## config.mk

```make
export PLATFORM = sky130hd
export DESIGN_NAME = reset_sequencer
export DESIGN_NICKNAME = d
export VERILOG_FILES = /design/src/rtl/reset_sequencer.sv
export SDC_FILE = /design/constraint.sdc
export NUM_CORES = 1
export LEC_CHECK = 0
export BUFFER_PORTS_ARGS = -buffer_cell sky130_fd_sc_hd__buf_2
export CORE_ASPECT_RATIO = 0.75
export CORE_MARGIN = 2
export CORE_UTILIZATION = 63
export DETAILED_ROUTE_END_ITERATION = 10
export MAX_ROUTING_LAYER = met4
export PLACE_DENSITY = 0.94
export RECOVER_POWER = 50
export SYNTH_ARGS = -nofsm -noshare
export SYNTH_HDL_FRONTEND = slang
export SYNTH_SLANG_ARGS = --single-unit
export TNS_END_PERCENT = 30
```

## constraint.sdc

```tcl
create_clock -name clock -period 6.2 [get_ports clock]
set_clock_uncertainty 0.2 [all_clocks]
set_input_delay 0 -clock clock [delete_from_list [all_inputs] [get_ports clock]]
set_output_delay 0 -clock clock [all_outputs]
set_load 0.005 [all_outputs]
```

## src/rtl/reset_sequencer.sv

```systemverilog
// Power-on reset sequencer: holds the PLL in reset, qualifies lock, then releases channel resets one by one.
// Optional lock-wait timeout with retry counting is built when RESET_SEQUENCER_TIMEOUT_EN is defined.
module reset_sequencer #(
   parameter int HOLD_WIDTH   = 24,
   parameter int HOLD_CYCLES  = 16777215,
   parameter int CHANNELS     = 2,
   parameter int STAGGER      = 16,
   parameter int LOCK_STABLE  = 256,
   parameter int LOCK_TIMEOUT = 1048576
) (
   input  logic                clock,
   input  logic                reset,
   input  logic                pll_locked,
   output logic                pll_reset,
   output logic [CHANNELS-1:0] chan_reset_n,
   output logic                ready,
   output logic [1:0]          state,
   output logic [7:0]          retry_count
);

   typedef enum logic [1:0] {
      S_HOLD    = 2'd0,
      S_LOCK    = 2'd1,
      S_STAGGER = 2'd2,
      S_RUN     = 2'd3
   } state_t;

   localparam int STAG_MAX = (CHANNELS - 1) * STAGGER;
   localparam int SW       = (LOCK_STABLE > 1) ? $clog2(LOCK_STABLE) : 1;
   localparam int GW       = (STAG_MAX > 0) ? $clog2(STAG_MAX + 1) : 1;

   localparam logic [HOLD_WIDTH-1:0] HOLD_LAST   = HOLD_WIDTH'(HOLD_CYCLES - 1);
   localparam logic [SW-1:0]         STABLE_LAST = SW'(LOCK_STABLE - 1);
   localparam logic [GW-1:0]         STAG_LAST   = GW'(STAG_MAX);

   if (CHANNELS < 1 || CHANNELS > 16 || STAGGER < 1 || LOCK_STABLE < 1 ||
       LOCK_TIMEOUT <= LOCK_STABLE + 2 || HOLD_CYCLES < 1) begin : g_param_check
      $error("reset_sequencer: parameter out of range");
   end

   state_t                  state_q;
   state_t                  state_nxt;
   logic [1:0]              sync_ff;
   logic                    lock_s;
   logic [HOLD_WIDTH-1:0]   hold_cnt;
   logic [SW-1:0]           stable_cnt;
   logic [GW-1:0]           stag_cnt;
   logic [CHANNELS-1:0]     chan_nxt;
   logic                    timeout_hit;

   assign lock_s = sync_ff[1];
   assign state  = state_q;

   // pll_locked comes from another clock domain; only lock_s is used downstream.
   always_ff @(posedge clock) begin
      if (!reset) sync_ff <= '0;
      else        sync_ff <= {sync_ff[0], pll_locked};
   end

   always_ff @(posedge clock) begin
      if (!reset) state_q <= S_HOLD;
      else        state_q <= state_nxt;
   end

   always_comb begin
      state_nxt = state_q;
      case (state_q)
         S_HOLD: begin
            if (hold_cnt == '0) state_nxt = S_LOCK;
         end
         S_LOCK: begin
            // Qualification wins over a timeout landing on the same edge.
            if (lock_s && stable_cnt == STABLE_LAST) state_nxt = S_STAGGER;
            else if (timeout_hit)                    state_nxt = S_HOLD;
         end
         S_STAGGER: begin
            if (!lock_s)                    state_nxt = S_HOLD;
            else if (stag_cnt == STAG_LAST) state_nxt = S_RUN;
         end
         S_RUN: begin
            if (!lock_s) state_nxt = S_HOLD;
         end
         default: state_nxt = S_HOLD;
      endcase
   end

   // ready is a level status (high only in RUN), not a handshake.
   always_comb begin
      pll_reset = (state_q == S_HOLD);
      ready     = (state_q == S_RUN);
   end

   // Hold counter parks at its reload value outside HOLD, so every HOLD entry starts full.
   always_ff @(posedge clock) begin
      if (!reset) begin
         hold_cnt   <= HOLD_LAST;
         stable_cnt <= '0;
         stag_cnt   <= '0;
      end else begin
         if (state_q != S_HOLD)   hold_cnt <= HOLD_LAST;
         else if (hold_cnt != '0) hold_cnt <= hold_cnt - 1'b1;

         if (state_q != S_LOCK || !lock_s)  stable_cnt <= '0;
         else if (stable_cnt != STABLE_LAST) stable_cnt <= stable_cnt + 1'b1;

         if (state_q != S_STAGGER)      stag_cnt <= '0;
         else if (stag_cnt != STAG_LAST) stag_cnt <= stag_cnt + 1'b1;
      end
   end

   always_comb begin
      chan_nxt = '0;
      case (state_q)
         S_STAGGER: begin
            if (lock_s) begin
               chan_nxt = chan_reset_n;
               for (int i = 0; i < CHANNELS; i++) begin
                  if (stag_cnt == GW'(i * STAGGER)) chan_nxt[i] = 1'b1;
               end
            end
         end
         S_RUN: begin
            if (lock_s) chan_nxt = '1;
         end
         default: chan_nxt = '0;
      endcase
   end

   always_ff @(posedge clock) begin
      if (!reset) chan_reset_n <= '0;
      else        chan_reset_n <= chan_nxt;
   end

`ifdef RESET_SEQUENCER_TIMEOUT_EN
   localparam int             TW      = $clog2(LOCK_TIMEOUT);
   localparam logic [TW-1:0]  TO_LAST = TW'(LOCK_TIMEOUT - 1);

   logic [TW-1:0] to_cnt;
   logic [7:0]    retry_q;

   assign timeout_hit = (state_q == S_LOCK) && (to_cnt == TO_LAST);
   assign retry_count = retry_q;

   always_ff @(posedge clock) begin
      if (!reset) begin
         to_cnt  <= '0;
         retry_q <= '0;
      end else begin
         if (state_q != S_LOCK)     to_cnt <= '0;
         else if (to_cnt != TO_LAST) to_cnt <= to_cnt + 1'b1;

         if (state_q == S_LOCK && state_nxt == S_HOLD && retry_q != 8'hFF)
            retry_q <= retry_q + 8'd1;
      end
   end
`else
   assign timeout_hit = 1'b0;
   assign retry_count = 8'd0;
`endif

endmodule

```

==> flow_metrics.tcl <==
set metrics [dict create \
    outcome "completed" \
    ctsResizeCount 0 \
    layout_common_cells "dfxtp_1 (43), nor2_1 (24), nand2_1 (18)" \
    hold_class "reg -> reg" \
    antenna_found_initial 0 \
    path_delay_family "simple AND/OR/NAND/NOR gates" \
    drtIter0Drc 104 \
    relSlewSlack_pct 52.32 \
    worst_path_max_delay_cell "or4_1" \
    cts_tree "built" \
    fin_hold_ws_ps 278.8 \
    grt_max_degree 22 \
    worstPathMaxFanout 6 \
    drv_cap 0 \
    cp.depth 5 \
    io_buffers 8 \
    worstSetupEndpointType "flip-flop" \
    fin_nets 255 \
    met3_usage_pct 5.243 \
    path_class "reg -> reg" \
    path_cells "or4_1, or4_1, nor3_4, nor3_1, a211o_1" \
    ys_warn_count 0 \
    hpwl_microns 2711 \
    clk_path_buf_depth 2 \
    ant_nets 0 \
    top_usage_layer "met2" \
    netlist_area_sq_mm 0.002101 \
    p_leak_uw 0.0008096 \
    gr-usage-met1_pct 29.24 \
    insertion_delay_ps 300 \
    worstMarginPinSlew_ps 715.3 \
    ios 17 \
    grt_setup_unrepaired "no" \
    period_needed_ps 2577 \
    cp.required_ps 6200 \
    syn_area_per_cell_sq_um 8.864 \
    grt_pass1_vias 1488 \
    slew_viol_final 0 \
    insertedDiodeCount 0 \
    path_clk_slew_ps 80 \
    place.gp.congestion 0.8237 \
    period_share_pct 41.56 \
    grt_pass1_wl_microns 6713 \
    hold_violations 0 \
    fmax_mhz 388.1 \
    start_util_pct 64.78 \
    wire_per_inst_microns 13.69 \
    firstDrtPassIters 4 \
    finalSetupTns_ps 0 \
    cpMostUsedCell "or4_1" \
    rr_worst_depth 5 \
    mostFrequentLayoutCell "dfxtp_1" \
    die_h_microns 54.01 \
    grt-ovfl-total 0 \
    drt-total-wl_microns 3944 \
    cpPeakStageDelay_ps 650 \
    drive_gt1_share_pct 8.468 \
    arrival_ps 2580 \
    vias_per_cell 6.097 \
    final_area_sq_mm 0.002251 \
    chipWidth_microns 70.68 \
    vias 1756 \
    syn_inst 237 \
    place_area_sq_mm 0.002126 \
    rows 18 \
    ctsHoldBuffers 3 \
    ir_drop_mv 0.1647 \
    final_cells 288 \
    cts_sinks 43 \
    htreeDepth 2 \
    synth-async-reset-ratio_pct 0 \
    synth_edf_count 0 \
    cp-start-kind "flip-flop" \
    ys_types 46 \
    ys.flop_type "dfxtp_1" \
    drc_errors 0 \
    area_growth_pct 7.147 \
    ys_ff_latch 43 \
    p_per_area_mw_per_mm2 218.8 \
    cp.buffers_inverters 0 \
    yosysSeqAreaShare_pct 40.98 \
    worstHoldPathCells 2 \
    gr-usage-all-layers_pct 23.37 \
    use_met2_pct 37.38 \
    die_area_sq_mm 0.003817 \
    nFillCells 244 \
    dp.cells 277 \
    numCtsBuffers 5 \
    root_buffer "clkbuf_8" \
    setup_viol 0 \
    cts_setup_buffers 0 \
    coreArea_sq_mm 0.003243 \
    p_total_uw 492.5 \
]
-- synth_stat cells, types with 3 or more instances --
cell type  instances  share of area [%]
and2_1             5                1.5
a21oi_1            9                2.1
xnor2_1           14                5.8
nand3b_1           3                1.1
clkbuf_1           4               0.71
xor2_1             3                1.3
a31oi_1            6                1.8
nor3_1             9                2.1
nand2_1           18                3.2
dfxtp_1           43                 41
buf_4              9                3.2
or4_1              4                1.4
and3_1             6                1.8
inv_1              7                1.3
ha_1               5                3.0
o21ai_0            8                1.9
nor2_1            24                4.3
nand3_1           14                3.3
nor4_2             3                1.8
or3_1              6                1.8
nand4_1            5                1.5
-- layer usage --
metal	share of wire (%)	wire [microns]
met5	0	0
met4	1.6	65
met3	5.1	202
met2	46	1815
met1	47	1860
-- cells by family after synthesis --
logic type	synth area share (%)
AOI/OAI and AO/OA	12.27
xor gates and xnor gates	7.088
adders and majority gates	2.978
buffers and inverters	5.598
DFF	40.98
other	0.1785
and+or+nand+nor	30.91
-- state kept, by name, indices dropped and copies added, names as in the netlist --
register / cells
chan_reset_n: 2
hold_cnt: 24
stable_cnt: 8
stag_cnt: 5
state: 2
sync_ff: 2
-- final timing paths --
kind,startpoint,endpoint,slack [ps]
min,sync_ff[1]$_SDFF_PN0_,state[1]$_SDFFE_PN0P_,280
min reg2reg,sync_ff[1]$_SDFF_PN0_,state[1]$_SDFFE_PN0P_,280
max reg2reg,hold_cnt[12]$_SDFFE_PP1P_,hold_cnt[6]$_SDFFE_PP1P_,3620
max,hold_cnt[12]$_SDFFE_PP1P_,hold_cnt[6]$_SDFFE_PP1P_,3620
-- where the power goes --
part | switching [uW] | internal [uW]
Sequential | 3.56 | 279
Combinational | 10.4 | 5.69
Clock | 92.5 | 102
Total | 106 | 386
-- tightest hold or removal path, cell delays in order (launching register included) --
cell,delay (ps)
dfxtp_1,340
nand2_1,60
nor2_1,40
-- through the flow --
step           setup slack (ps)  utilization [%]
2_1_floorplan              3840                -
3_3_place_gp               3689            65.55
3_5_place_dp               3628            65.55
4_1_cts                    3618            69.56
5_1_grt                    3524            69.41
6_report                   3623            69.41
-- final cells by class --
class	instances	area, sq um	area share, %
Sequential cell	43	860.8	38.24
Tap cell	40	50.05	2.223
Inverter	7	26.28	1.167
Clock buffer	8	100.1	4.447
Timing Repair Buffer	11	65.06	2.890
Multi-Input combinational cell	179	1149	51.03
(Power assumes the default switching activity.)
